File: src/rtl/stream_mux_2to1_rr.sv
// Two-source valid/ready merge with round-robin arbitration into a single
// registered output slot; out_sel_o tags each word with the source it came from.
module stream_mux_2to1_rr #(
    parameter int WIDTH = 8
) (
    input  logic             clk_i,
    input  logic             rst_ni,
    input  logic             in0_valid_i,
    output logic             in0_ready_o,
    input  logic [WIDTH-1:0] in0_data_i,
    input  logic             in1_valid_i,
    output logic             in1_ready_o,
    input  logic [WIDTH-1:0] in1_data_i,
    output logic             out_valid_o,
    input  logic             out_ready_i,
    output logic [WIDTH-1:0] out_data_o,
    output logic             out_sel_o
);

    logic             out_valid_q, out_valid_d;
    logic [WIDTH-1:0] out_data_q, out_data_d;
    logic             out_sel_q, out_sel_d;
    logic             last_grant_q, last_grant_d;

    logic             load_en;
    logic             grant_vld;
    logic             grant;
    logic             accept;

    // Resetting last_grant to 1 makes in0 the winner of the first contention.
    always_comb begin
        load_en   = !out_valid_q || out_ready_i;
        grant_vld = in0_valid_i || in1_valid_i;
        if (in0_valid_i && in1_valid_i) begin
            grant = ~last_grant_q;
        end else begin
            grant = in1_valid_i;
        end
        accept      = load_en && grant_vld;
        in0_ready_o = load_en && in0_valid_i && !grant;
        in1_ready_o = load_en && in1_valid_i && grant;
    end

    always_comb begin
        out_valid_d  = out_valid_q;
        out_data_d   = out_data_q;
        out_sel_d    = out_sel_q;
        last_grant_d = last_grant_q;
        if (accept) begin
            out_valid_d  = 1'b1;
            out_data_d   = grant ? in1_data_i : in0_data_i;
            out_sel_d    = grant;
            last_grant_d = grant;
        end else if (out_valid_q && out_ready_i) begin
            out_valid_d = 1'b0;
        end
    end

    always_ff @(posedge clk_i or negedge rst_ni) begin
        if (!rst_ni) begin
            out_valid_q  <= 1'b0;
            out_data_q   <= '0;
            out_sel_q    <= 1'b0;
            last_grant_q <= 1'b1;
        end else begin
            out_valid_q  <= out_valid_d;
            out_data_q   <= out_data_d;
            out_sel_q    <= out_sel_d;
            last_grant_q <= last_grant_d;
        end
    end

    assign out_valid_o = out_valid_q;
    assign out_data_o  = out_data_q;
    assign out_sel_o   = out_sel_q;

endmodule

File: config.mk
export PLATFORM = sky130hd
export DESIGN_NAME = stream_mux_2to1_rr
export DESIGN_NICKNAME = d
export VERILOG_FILES = /design/src/rtl/stream_mux_2to1_rr.sv
export SDC_FILE = /design/constraint.sdc
export NUM_CORES = 1
export LEC_CHECK = 0
export ABC_AREA = 0
export BUFFER_PORTS_ARGS = -buffer_cell sky130_fd_sc_hd__buf_2
export CAP_MARGIN = 5
export CORE_UTILIZATION = 30
export CTS_CLUSTER_DIAMETER = 30
export DETAILED_ROUTE_END_ITERATION = 6
export PLACE_DENSITY_LB_ADDON = 0.2
export SYNTH_ARGS = -nofsm -noshare
export SYNTH_HDL_FRONTEND = slang
export SYNTH_SLANG_ARGS = --single-unit
File: constraint.sdc
create_clock -name clk_i -period 1.7 [get_ports clk_i]
set_input_delay 0.255 -clock clk_i [delete_from_list [all_inputs] [get_ports clk_i]]
set_output_delay 0.255 -clock clk_i [all_outputs]
set_load 0.02 [all_outputs]
Word-level counts from Yosys, hierarchy flattened
Index checks and enable logic that the tools add are counted. W data, S select, Z words.

Output and inout port bits: 12. Input bits: 21. Logic and storage cells: 21. Bits in registers: 11.

Reduce and logical (&&, ||, !) cells: 12. Multiplexer cells: 4. Bitwise logic cells: 1.

Operators with widths (number): $mux W8 (1); $logic_and A1 B1 Y1 (7); $mux W1 (3); $logic_not A1 Y1 (2); $logic_or A1 B1 Y1 (2); $reduce_bool A2 Y1 (1); $not A1 Y1 (1).

Depth between registers and ports, before layout
Gate-level depths: netlist of the first run.

Word-level depth: 4. Depth in mapped cells: 4.

Worst setup path after synthesis of the first run
No wires, ideal clock.

Path type: reg-to-output. Start point: register last_grant_q. End point: output port in0_ready_o. Data arrival time: 950 ps. Stages on the path, launching flop included: 3. Setup slack: 495 ps. Path through: dfstp_2 a21boi_2 nor2_1.

Word-level cells in the longest chain between the ends: 4.

RTL lines: from (decl) (RTL line 23) `logic last_grant_q, last_grant_d;`; from (signal assigned) (RTL line 69) `last_grant_q <= last_grant_d;`; $not A1 Y1 (RTL line 35) `grant = ~last_grant_q;`; $mux W1 (RTL line 34) `if (in0_valid_i && in1_valid_i) begin`; $logic_not A1 Y1 (RTL line 40) `in0_ready_o = load_en && in0_valid_i && !grant;`; $logic_and A1 B1 Y1 (RTL line 40); to (decl) (RTL line 9) `output logic in0_ready_o,`.

No other way between the ends.

Worst setup path in the final report of the first run
Start point: register last_grant_q. End point: output port in1_ready_o.

Word-level cells in the longest chain between the ends: 3.

RTL lines: $not A1 Y1 (RTL line 35); $mux W1 (RTL line 34); $logic_and A1 B1 Y1 (RTL line 41) `in1_ready_o = load_en && in1_valid_i && grant;`; to (decl) (RTL line 12) `output logic in1_ready_o,`.

No other way between the ends.

==> results of run 1 <==
layout by cell type (no fill, tap or decap), types with 2 or more instances in the layout:
cell type,count
buf_2,32
nand2b_1,2
buf_4,3
and2_1,2
clkbuf_4,3
a21oi_1,8
a31oi_1,7
dfrtp_1,10
nand2_1,18
through the flow:
stage	worst slack [ps]	cell area, µm²	hold slack [ps]	std cells
finish	178.7	769.5	233.9	121
global route	86.78	769.5	251.0	121
CTS	154.0	769.5	234.4	121
detailed placement	430.7	733.2	137.8	116
global placement	443.4	733.2	142.2	116
floorplan	495.1	545.5	-40.59	60
kinds of logic (layout without fill, tap and decap cells):
family	count (synthesis)	count (layout)	synth area share, %
AND/OR/NAND/NOR	25	25	19.95
buffers and inverters	4	40	4.816
flip-flops	11	11	50.69
AO/OA/AOI/OAI	20	20	24.54
metal layers:
layer | vias up | share of wire (%) | track usage, %
met1 | 247 | 49 | 22.56
li1 | 277 | - | -
met3 | 4 | 6.5 | 2.449
met5 | - | 0 | 0
met4 | 0 | 1.6 | 7.273
met2 | 25 | 43 | 22.06
flip-flops by register name (all words and copies together), names as in the netlist:
signal	count
last_grant_q	1
out_data_o	8
out_valid_o	1
out_sel_o	1
tightest hold or removal path: cells and delay by family:
kind | cells | cell delay, ps
AOI/OAI and AO/OA | 1 | 70
buffers and inverters | 1 | 90
and+or+nand+nor | 1 | 40
final cells by class:
class	count	share of cell area (%)
Sequential cell	11	35.93
Clock buffer	4	3.415
Multi-Input combinational cell	45	31.54
Timing Repair Buffer	36	25.04
Tap cell	25	4.065
worst paths after layout:
check / cells past startpoint / slack [ps] / to / start
setup / recovery: 3 / 180 / in1_ready_o / last_grant_q
hold / removal: 3 / 230 / out_data_o[1] / in1_data_i[1]
setup reg to reg: 3 / 430 / out_data_o[2] / out_valid_o
hold reg to reg: 1 / 480 / out_sel_o / out_sel_o
max in group asynchronous: 2 / 1060 / last_grant_q / rst_ni
min in group asynchronous: 2 / 380 / out_data_o[1] / rst_ni
repair_timing:
action	in CTS	in global routing
gates resized for setup	0	0
setup endpoints to repair	0	0
hold buffers	1	0
hold endpoints to repair	10	0
power groups by stage:
stage | registers (mW) | clock network (mW) | logic, mW
after global routing | 0.339 | 0.196 | 0.253
after detailed placement | 0.337 | 0 | 0.227
after CTS | 0.333 | 0.184 | 0.230
after global placement | 0.337 | 0 | 0.226
after floorplan | 0.382 | 0 | 0.0940
final | 0.332 | 0.179 | 0.227
==> results.md, run 1 <==
- Overall power: 0.7381 mW
- Die area: 1993 µm²
- CP Launch Type: flop
- Fmax: approximately 660 MHz
- Rel. slew slack: 78.90%
- CP Data Required Time: 1440 ps
- Ranking of synthesized cells by area: dfrtp_1 (46%), nand2_1 (12%), a31oi_1 (8.0%)
- HP Class: in2reg
- CTS H-Tree Depth: 1
- Synth cell count leaders: nand2_1 (18), dfrtp_1 (10), a21oi_1 (8), a31oi_1 (7)
- CP Max Fanout: 6
- Routed WL per cell: 10.88 µm
- FFs w/ async S/R, synth: 100.0%
- IO buf count: 32
- Sw Share: 33.59%
- CTS Buf Count: 3
- Clock sinks: 11
- First-pass GRT wire length: 2194 µm
- Total Wirelength: between 1000 and 1500 µm
- Synth area leader: dfrtp_1
- Root Buffer: clkbuf_4
- Area Growth Syn to Fin: 41.06%
- Post-synthesis register bit count: 11
- CTS tree: built
- PwrDens: 959.2 nW/µm²
- Clock skew: 3.175 ps
- Net count after synthesis: 81
- Post-CTS setup buffers: 0
- Crit Path Class: reg2out
- Worst path max stage delay: 390 ps
- CTS max path bufs: 2
- Max-cap viol count: 0
- Crit path time final: between 1500 and 2000 ps
- Maximum VDD drop: 0.5086 mV
- Clock Power Share: 24.3%
- Core ar.: 1708 µm²
- Worst-Skew Late Latency: around 260 ps
- RSZ-0062 raised after global routing: false
- Chip width: 44.64 µm
- Setup Viol. Count Final: 0
- # DRC: 0
- Syn avg cell area: roughly 9 µm²
- Dominant synthesized flop cell: dfrtp_1
- Most common cell in the netlist: nand2_1
- DR vias: 553
- Starting Density: around a third
- Multi-input combinational cell area: 242.7 µm²
- Switching pwr: between 0.2 and 0.25 mW
- Routed Antenna Nets: 0
- Max-slew violations: 0
- Clock transition at path regs: 70 ps
- Critical Path AT: 1270 ps
- Syn. warnings: 0
- Site row count: 15
- Crit. End Element: output pin
- # IOs: 33
- TritonRoute pass-1 iters: 5
- Post-synth EDFFs: 0
- Crit path cell chain: a21boi_2, and2_1, buf_2
- Initial antenna violation count: 0
- Height of the die: 44.64 µm
- # nets final: 118
- ANT cells: 0
- Cell-internal power: 0.4902 mW
- Final hold violations: 0
- Grt total ovfl: 0
- Leakage: 0.3815 nW
- Gate power share: 30.8%
- Worst-margin pin slew: approximately 320 ps
- Post-Syn Instances: 60
- Sum of buffers and inverters on the critical path: 1
- Cell variety after synth: 18
- All-layer global routing usage: 15.40%
- Post-synth top area share: 45.87%
- Post-DP HPWL: 966.2 µm
- Status: complete, no violations
- Vias per cell: 4.570
- Top delay family on crit path: flip-flops
- Final period utilization: 89.49%
- Register area: 276.5 µm²
- Seq pwr share: 44.9%
- Final core occ: 45.05%
- Fillers: 183
- Vias in the first global route: 505
- Largest net degree at the start of global routing: 12
- Layout cells sized above 1: 43.75%
- Starting DRT DRC Count: 31
- GPL Wtd Cong: between 0.7 and 0.8
- Highest-delay cell along the critical path: dfstp_2
- Post-synthesis cell area: 545.5 µm²
- Sequential share of the synthesized area: around half
- Setup TNS: 0 ps
Note: power is estimated with default switching activity, not from simulation.
==> run 2: changes to the inputs <==
--- a/config.mk
+++ b/config.mk
@@ -8,7 +8,9 @@
 export ABC_AREA = 0
 export BUFFER_PORTS_ARGS = -buffer_cell sky130_fd_sc_hd__buf_2
 export CAP_MARGIN = 5
-export CORE_UTILIZATION = 30
+export CORE_MARGIN = 5
+export CORE_UTILIZATION = 42
+export CTS_BUF_LIST = sky130_fd_sc_hd__clkbuf_4
 export CTS_CLUSTER_DIAMETER = 30
 export DETAILED_ROUTE_END_ITERATION = 6
 export PLACE_DENSITY_LB_ADDON = 0.2
==> run 2 against run 1 <==
Effect of this change:
- setup slack improved by 6.4 ps
- clock-buffer cell count did not move
- critical path type unchanged
- hold slack gained 8.7 ps
- sequential share of layout area increased by 0.78 points
- final cell count decreased by 9.1%
- fmax is 0.42% higher
- largest cell class unchanged
==> results.md, run 2 (synthesized netlist as in run 1, its figures left out) <==
- Gate power share: 30.1% (-0.7 points)
- PwrDens: 985.4 nW/µm² (+2.7%)
- First-pass GRT wire length: 2021 µm (-7.9%)
- Setup TNS: 0 ps (unchanged)
- DR vias: 538 (-2.7%)
- Final period utilization: 89.11% (-0.38 points)
- CTS H-Tree Depth: 1 (unchanged)
- Layout cells sized above 1: 44.21% (+0.46 points)
- CTS tree: built
- Crit. End Element: output pin
- Register area: 276.5 µm² (unchanged)
- Grt total ovfl: 0 (unchanged)
- TritonRoute pass-1 iters: 5 (unchanged)
- Final hold violations: 0 (unchanged)
- Multi-input combinational cell area: 242.7 µm² (unchanged)
- Max-slew violations: 0 (unchanged)
- Core ar.: 1269 µm² (-26%)
- Critical Path AT: 1260 ps (about the same)
- CP Data Required Time: 1440 ps (about the same)
- # IOs: 33 (unchanged)
- Vias in the first global route: 487 (-3.6%)
- Largest net degree at the start of global routing: 12 (unchanged)
- Post-CTS Resized: 0 (unchanged)
- Die area: 2120 µm² (+6.4%)
- Commonest non-fill, non-tap cells in the layout: buf_2 (32), nand2_1 (18), dfrtp_1 (10), a21oi_1 (8), a31oi_1 (7)
- Vias per cell: 4.891 (+7.0%)
- Crit Path Class: reg2out
- HP Class: in2reg
- Switching pwr: 0.2378 mW (-4.1%)
- Starting Density: 43.00% (+11 points)
- Root Buffer: clkbuf_4
- Rel. slew slack: 78.73% (-0.17 points)
- Leakage: 0.3804 nW (-0.28%)
- Total Wirelength: 1271 µm (-3.4%)
- Clock transition at path regs: 70 ps (about the same)
- Height of the die: 46.04 µm (+3.1%)
- Most common cell after layout, fill and taps aside: buf_2
- All-layer global routing usage: 13.61% (-1.8 points)
- CTS Buf Count: 3 (unchanged)
- Clock sinks: 11 (unchanged)
- Sw Share: 32.04% (-1.5 points)
- Initial antenna violation count: 0 (unchanged)
- Routed Antenna Nets: 0 (unchanged)
- Area Growth Syn to Fin: 38.07%
- Routed WL per cell: 11.55 µm (+6.2%)
- # DRC: 0 (unchanged)
- Starting DRT DRC Count: 6 (-81%)
- Max-cap viol count: 0 (unchanged)
- Clock Power Share: 25.3% (+1.0 points)
- Chip width: 46.04 µm (+3.1%)
- Cell-internal power: 0.5044 mW (+2.9%)
- CP Max Fanout: 6 (unchanged)
- Crit path time final: 1515 ps (-6.416 ps)
- CTS max path bufs: 2 (unchanged)
- Fmax: 660.1 MHz (+0.42%)
- Worst-margin pin slew: 319.1 ps (+2.525 ps)
- # nets final: 117 (-0.85%)
- Maximum VDD drop: 0.4057 mV (-20%)
- Site row count: 13 (-2)
- Fillers: 123 (-33%)
- Final Instance Area: 753.2 µm² (-2.1%)
- GPL Wtd Cong: 0.7226 (-1.1%)
- RSZ-0062 raised after global routing: false
- Seq pwr share: 44.6% (-0.3 points)
- Setup Viol. Count Final: 0 (unchanged)
- IO buf count: 32 (unchanged)
- Largest register FFs: 8 (unchanged)
- ANT cells: 0 (unchanged)
- Clock skew: 0.7177 ps (-2.457 ps)
- Placed inst area: 713.2 µm² (-2.7%)
- Status: complete, no violations
- CP Launch Type: flop
- Post-DP HPWL: 1030 µm (+6.6%)
- Worst-Skew Late Latency: 260 ps (about the same)
## run 2: changes by cell type in the layout (fill, tap and decap cells not counted), sizes merged
cell,previous run,this run
buf,35,34
## run 2: power by group through the flow
stage	sequential [mW]	combinational, mW	clock, mW
floorplan	0.382	0.0940	0
global placement	0.338	0.223	0
detailed placement	0.336	0.225	0
CTS	0.332	0.227	0.191
global route	0.336	0.248	0.216
finish	0.331	0.223	0.188
## run 2: area by class of cell
class | count | share of cell area [%]
sequential | 11 | 36.71
multi-input combinational | 45 | 32.23
timing repair buffer | 35 | 24.58
clock buffer | 4 | 3.987
tap | 15 | 2.492
## run 2: worst max-delay path, stage by stage, from the launching register on
cell and delay (ps):
dfstp_2 390, a21boi_2 260, and2_1 190, buf_2 170
## run 2: through the flow
stage / worst slack (ps) / power, mW / cells / hold WS, ps / util [%]
2_1_floorplan: 495.1 / 0.4758 / 60 / -40.59 / -
3_3_place_gp: 425.6 / 0.5608 / 105 / 133.4 / 56.21
3_5_place_dp: 389.1 / 0.5614 / 105 / 135.1 / 56.21
4_1_cts: 167.8 / 0.7504 / 110 / 242.4 / 59.37
5_1_grt: 90.03 / 0.8003 / 110 / 233.1 / 59.37
6_report: 185.1 / 0.7422 / 110 / 242.6 / 59.37
## run 2: final timing paths
path,endpoint,slack [ps],cells past startpoint,start
worst max-delay path,in1_ready_o,190,3,last_grant_q
worst min-delay path,out_data_o[6],240,3,in0_data_i[6]
worst max register to register,out_data_o[2],500,3,out_valid_o
worst min register to register,out_sel_o,470,1,out_sel_o
max in group asynchronous,last_grant_q,1060,2,rst_ni
min in group asynchronous,out_data_o[2],390,2,rst_ni
## run 2: layer usage
metal / up-vias / share of wire (%) / track usage (%)
met2: 21 / 46 / 20.33
met1: 240 / 41 / 16.67
met5: - / 0 / 0
li1: 275 / - / -
met3: 2 / 11 / 5.534
met4: 0 / 0.79 / 6.818
## run 2: what timing repair did
action	CTS	global route
buffers inserted	0	0
hold endpoints to repair	10	0
hold buffers	1	0
